===== config.mk =====
export PLATFORM = sky130hd
export DESIGN_NAME = brick_damage_writer
export DESIGN_NICKNAME = d
export VERILOG_FILES = /design/src/rtl/brick_pkg.sv /design/src/rtl/brick_hit_skid.sv /design/src/rtl/brick_damage_writer.sv
export SDC_FILE = /design/constraint.sdc
export NUM_CORES = 1
export LEC_CHECK = 0
export ABC_CLOCK_PERIOD_IN_PS = 3700
export CAP_MARGIN = 5
export CORE_MARGIN = 10
export CORE_UTILIZATION = 40
export CTS_BUF_LIST = sky130_fd_sc_hd__clkbuf_4
export DETAILED_ROUTE_END_ITERATION = 12
export PLACE_DENSITY = 0.89
export SYNTH_ARGS = -nofsm -noshare
export SYNTH_HDL_FRONTEND = slang
export SYNTH_SLANG_ARGS = --single-unit

===== constraint.sdc =====
create_clock -name clk -period 3.7 [get_ports clk]
set_input_delay 0.74 -clock clk [delete_from_list [all_inputs] [get_ports clk]]
set_output_delay 0.74 -clock clk [all_outputs]
set_load 0.02 [all_outputs]

===== src/rtl/brick_pkg.sv =====
// Shared constants, FSM state type and address helper for the brick damage writer.
package brick_pkg;

  localparam int unsigned GRID_COLS = 16;
  localparam int unsigned GRID_ROWS = 8;
  localparam int unsigned HEALTH_W  = 2;
  localparam int unsigned ADDR_W    = 7;

  typedef enum logic [1:0] {
    IDLE,
    RD,
    WAIT,
    WR
  } brick_state_t;

  // Row-major brick index; callers size the grid so the result fits ADDR_W.
  function automatic int unsigned brick_addr(input int unsigned row,
                                             input int unsigned col,
                                             input int unsigned cols);
    return row * cols + col;
  endfunction

endpackage


===== src/rtl/brick_hit_skid.sv =====
// One-entry holding register for a hit accepted while the writer is busy.
// Only built when BRICK_HIT_SKID_EN is defined.
`ifdef BRICK_HIT_SKID_EN
module brick_hit_skid #(
  parameter int unsigned COL_W = 4,
  parameter int unsigned ROW_W = 3
) (
  input  logic             clk,
  input  logic             reset,
  input  logic             push,
  input  logic [COL_W-1:0] push_col,
  input  logic [ROW_W-1:0] push_row,
  input  logic             pop,
  output logic             full,
  output logic [COL_W-1:0] skid_col,
  output logic [ROW_W-1:0] skid_row
);

  always_ff @(posedge clk or posedge reset) begin
    if (reset) begin
      full     <= 1'b0;
      skid_col <= '0;
      skid_row <= '0;
    end else if (push) begin
      full     <= 1'b1;
      skid_col <= push_col;
      skid_row <= push_row;
    end else if (pop) begin
      full     <= 1'b0;
    end
  end

endmodule
`endif


===== src/rtl/brick_damage_writer.sv =====
// Read-modify-write of one brick's health per accepted hit, one game_write pulse per point removed.
// Optional one-entry hit skid buffer enabled by defining BRICK_HIT_SKID_EN.
module brick_damage_writer
  import brick_pkg::*;
#(
  parameter int unsigned GRID_COLS = brick_pkg::GRID_COLS,
  parameter int unsigned GRID_ROWS = brick_pkg::GRID_ROWS,
  parameter int unsigned HEALTH_W  = brick_pkg::HEALTH_W,
  parameter int unsigned ADDR_W    = brick_pkg::ADDR_W
) (
  input  logic                         clk,
  input  logic                         reset,
  input  logic                         hit_valid,
  output logic                         hit_ready,
  input  logic [$clog2(GRID_COLS)-1:0] hit_col,
  input  logic [$clog2(GRID_ROWS)-1:0] hit_row,
  output logic [ADDR_W-1:0]            mem_addr,
  input  logic [HEALTH_W-1:0]          mem_rd_data,
  output logic                         mem_wr_en,
  output logic [HEALTH_W-1:0]          mem_wr_data,
  output logic                         game_write,
  output logic                         brick_broken,
  output logic                         busy
);

  localparam int unsigned COL_W = $clog2(GRID_COLS);
  localparam int unsigned ROW_W = $clog2(GRID_ROWS);

  brick_state_t state, state_nxt;

  logic             ready_q;
  logic             launch_valid;
  logic [COL_W-1:0] launch_col;
  logic [ROW_W-1:0] launch_row;
  logic             launch;
  logic             in_range;

`ifdef BRICK_HIT_SKID_EN
  logic             skid_full;
  logic             skid_push;
  logic             skid_pop;
  logic [COL_W-1:0] skid_col;
  logic [ROW_W-1:0] skid_row;

  brick_hit_skid #(
    .COL_W(COL_W),
    .ROW_W(ROW_W)
  ) u_skid (
    .clk      (clk),
    .reset    (reset),
    .push     (skid_push),
    .push_col (hit_col),
    .push_row (hit_row),
    .pop      (skid_pop),
    .full     (skid_full),
    .skid_col (skid_col),
    .skid_row (skid_row)
  );

  // A held hit launches ahead of the live input; hits taken while busy go to the skid.
  always_comb begin
    hit_ready    = ready_q && !skid_full;
    launch_valid = skid_full || hit_valid;
    launch_col   = skid_full ? skid_col : hit_col;
    launch_row   = skid_full ? skid_row : hit_row;
    skid_push    = hit_valid && hit_ready && (state != IDLE);
    skid_pop     = launch && skid_full;
  end
`else
  always_comb begin
    hit_ready    = ready_q && (state == IDLE);
    launch_valid = hit_valid;
    launch_col   = hit_col;
    launch_row   = hit_row;
  end
`endif

  always_comb begin
    launch   = (state == IDLE) && ready_q && launch_valid;
    in_range = (32'(launch_col) < GRID_COLS) && (32'(launch_row) < GRID_ROWS);
  end

  always_ff @(posedge clk or posedge reset) begin
    if (reset) begin
      state <= IDLE;
    end else begin
      state <= state_nxt;
    end
  end

  always_comb begin
    state_nxt    = state;
    mem_wr_en    = 1'b0;
    game_write   = 1'b0;
    brick_broken = 1'b0;
    busy         = (state != IDLE);
    case (state)
      IDLE: begin
        if (launch && in_range) begin
          state_nxt = RD;
        end
      end
      RD: begin
        state_nxt = WAIT;
      end
      WAIT: begin
        state_nxt = (mem_rd_data == '0) ? IDLE : WR;
      end
      WR: begin
        mem_wr_en    = 1'b1;
        game_write   = 1'b1;
        brick_broken = (mem_wr_data == '0);
        state_nxt    = IDLE;
      end
      default: begin
        state_nxt = IDLE;
      end
    endcase
  end

  always_ff @(posedge clk or posedge reset) begin
    if (reset) begin
      ready_q     <= 1'b0;
      mem_addr    <= '0;
      mem_wr_data <= '0;
    end else begin
      ready_q <= 1'b1;
      if (launch && in_range) begin
        mem_addr <= ADDR_W'(brick_addr(32'(launch_row), 32'(launch_col), GRID_COLS));
      end
      if ((state == WAIT) && (mem_rd_data != '0)) begin
        mem_wr_data <= mem_rd_data - 1'b1;
      end
    end
  end

endmodule


==> flow_metrics.tcl, run 1 <==
set metrics [dict create \
    status "finished, final reports clean" \
    maxCapViolations 0 \
    dpl.hpwl_mm 1.01 \
    ys_types 17 \
    antenna_found_initial 0 \
    ctsHoldBuffers 0 \
    crit_type "reg -> out" \
    final_nets 82 \
    drtIter0Drc 0 \
    grtUsageTotal_pct 7.84 \
    rows 13 \
    cts.repair.resized 0 \
    vias 377 \
    power.internal_mw 0.449 \
    ioPinCount 26 \
    portBuffers 25 \
    r2r_slack_ps 2230 \
    p_comb_share_pct 55.5 \
    cts_tree "done" \
    ys.flop_type "dfrtp_1" \
    synth_area_leaders "dfrtp_1 (54%), mux2_4 (19%), mux2i_1 (5.4%), inv_1 (4.0%), and4bb_1 (2.2%)" \
    cts_root_buf "clkbuf_4" \
    layout-drive-gt1-share_pct 17.9 \
    start_util_pct 42.8 \
    gp_congestion 0.656 \
    seqPwrFrac_pct 34.0 \
    syn_area_um2 557 \
    cts.clk_slew.worst_paths_ps 70 \
    coreArea_um2 1300 \
    synthTopCellsByCount "dfrtp_1 (12), mux2_4 (7), inv_1 (6)" \
    crit_path_start_kind "flop" \
    worstSkewPairLatency_ps 250 \
    leakage_nw 0.386 \
    post_dp_cell_area_um2 807 \
    power.total_mw 0.696 \
    synth_top_area_cell "dfrtp_1" \
    yosysWarnings 0 \
    ys_ff_latch 12 \
    worstPathArrival_ps 1750 \
    fin_tns_setup_ps 0 \
    cts_buffers 3 \
    diodes 0 \
    setup_viol 0 \
    fmax_mhz 401 \
    synth.most_common_cell "dfrtp_1" \
    hold_violations 0 \
    syn-num-nets 54 \
    hold_slack_ps 515 \
    synthArstFlopShare_pct 100 \
    maxSlewViolCount 0 \
    max-vdd-ir-drop_mv 0.391 \
    worst_clock_skew_ps 1.53 \
    drc 0 \
    synthCells 41 \
    area_growth_pct 49.0 \
    wl_mm 1.23 \
    endpoint_kind "primary output" \
    r2r_start "state[0]" \
    ys_seq_area_share_pct 53.9 \
    hp-start "mem_addr[1]" \
    ant_nets 0 \
    dp_cells 79 \
    hold_depth 1 \
    clockBufferDepth 2 \
    rsz0062_at_grt "false" \
    p_sw_mw 0.246 \
    cp_max_fo 6 \
    period_share_pct 67.4 \
    worstHoldEndpoint "mem_addr[1]" \
    syn_area_per_cell_um2 13.6 \
    synth_edf_count 0 \
    die_h_um 57.3 \
    ff2ff_path_depth 2 \
    dr.pass1.iters 1 \
    wl_per_cell_um 15.0 \
    powerDensity_nw_per_um2 839 \
    rr_endpoint "mem_addr[2]" \
    critical_path_required_ps 2960 \
    grt_overflow 0 \
    min-delay-path-class "reg -> reg" \
    grt_pass1_wl_mm 2.12 \
    grt_pass1_vias 446 \
    htree_levels 1 \
    post_cts_buffers 0 \
    clockPowerShare_pct 10.4 \
    final-instance-count-excl-fill 82 \
    cts_sinks 12 \
    synth_top_area_share_pct 53.9 \
    grt_max_degree 13 \
    die_w_um 57.3 \
    final_area_um2 830 \
    power_switching_share_pct 35.4 \
    fin_crit_ps 2490 \
    die_area_um2 3280 \
    viasPerCell 4.60 \
]
routing by layer:
metal / vias up / wire, um / global-route usage (%)
met3: 0 / 103 / 4.42
met2: 16 / 560 / 12.1
met5: - / 0 / 0
met1: 178 / 568 / 9.52
li1: 183 / - / -
met4: 0 / 0 / 1.01
stage by stage:
| stage | setup slack, ps | utilization [%] |
|---|---|---|
| global route | 1120 | 63.7 |
| floorplan | 1880 | - |
| CTS | 1190 | 63.7 |
| detailed placement | 1480 | 62.0 |
| finish | 1210 | 63.7 |
| global placement | 1540 | 62.0 |
sequential cells by signal, summed over array words and instances, names as in the netlist:
name	flops
ready_q	1
mem_addr	7
state	2
mem_wr_data	2
area by class of cell:
type                            count  area (um^2)
Multi-Input combinational cell     21          215
Tap cell                           15         18.8
Clock buffer                        3         22.5
Inverter                            6         22.5
Fill cell                         107          472
Sequential cell                    12          300
Timing Repair Buffer               25          250
worst max-delay path: stages (launching register included):
cell and delay [ps]:
dfrtp_1 440, or2_2 320, nor2_1 110, clkdlybuf4s50_1 630
worst max path at each step:
stage                         from        end  slack (ps)  cells after the start
after global placement    state[0]  hit_ready        1540                      3
after detailed placement  state[0]  hit_ready        1480                      3
final                     state[0]  hit_ready        1210                      3
after global routing      state[0]  hit_ready        1120                      3
after floorplan           state[0]  hit_ready        1880                      2
after CTS                 state[0]  hit_ready        1190                      3
cells by family (layout without fill, tap and decap cells):
kind of cell             count (synthesis)  after routing  share of synthesized area, %
AND/OR/NAND/NOR                          8              8                          10.6
buffers and inverters                    8             34                          7.42
flip-flops                              12             12                          53.9
AO/OA/AOI/OAI                            1              1                         0.898
multiplexers                            10             10                          24.3
other                                    1              1                         0.674
adder cells (fa/ha/maj)                  1              1                          2.25
power by group through the flow:
stage	clock, mW	combinational (mW)	sequential (mW)
floorplan	0	0.163	0.295
global placement	0	0.383	0.239
detailed placement	0	0.393	0.238
CTS	0.0753	0.394	0.238
global route	0.0838	0.410	0.248
finish	0.0726	0.386	0.237
placed cells by master (no fill, tap or decap), drive strengths merged:
| cell type | instances |
|---|---|
| clkdlybuf4s50 | 25 |
| dfrtp | 12 |
| mux2 | 7 |
| inv | 6 |
| mux2i | 3 |
| clkbuf | 3 |
| or2b | 1 |
| nand3b | 1 |
| a21oi | 1 |
| nor3b | 1 |
| and4bb | 1 |
| and2 | 1 |
| or2 | 1 |
| nor2 | 1 |
| and3 | 1 |
| ha | 1 |
| conb | 1 |
Power figures use the tool's default switching activity.
==> run 2, diff against run 1 <==
--- a/config.mk
+++ b/config.mk
@@ -5,7 +5,7 @@
 export SDC_FILE = /design/constraint.sdc
 export NUM_CORES = 1
 export LEC_CHECK = 0
-export ABC_CLOCK_PERIOD_IN_PS = 3700
+export ABC_CLOCK_PERIOD_IN_PS = 2400
 export CAP_MARGIN = 5
 export CORE_MARGIN = 10
 export CORE_UTILIZATION = 40
==> constraint.sdc (replaced) <==
create_clock -name clk -period 2.4 [get_ports clk]
set_input_delay 0.48 -clock clk [delete_from_list [all_inputs] [get_ports clk]]
set_output_delay 0.48 -clock clk [all_outputs]
set_load 0.02 [all_outputs]
==> results of run 2 <==
Same layout as run 1 (identical final DEF). Status: finished, final reports clean.
Among the figures that moved: setup slack after placement 1480 ps -> 441 ps; setup slack after layout 1210 ps -> 167 ps; register-to-register setup slack 2230 ps -> 930 ps; total power 0.696 mW -> 1.07 mW; worst IR drop on VDD 0.391 mV -> 0.603 mV
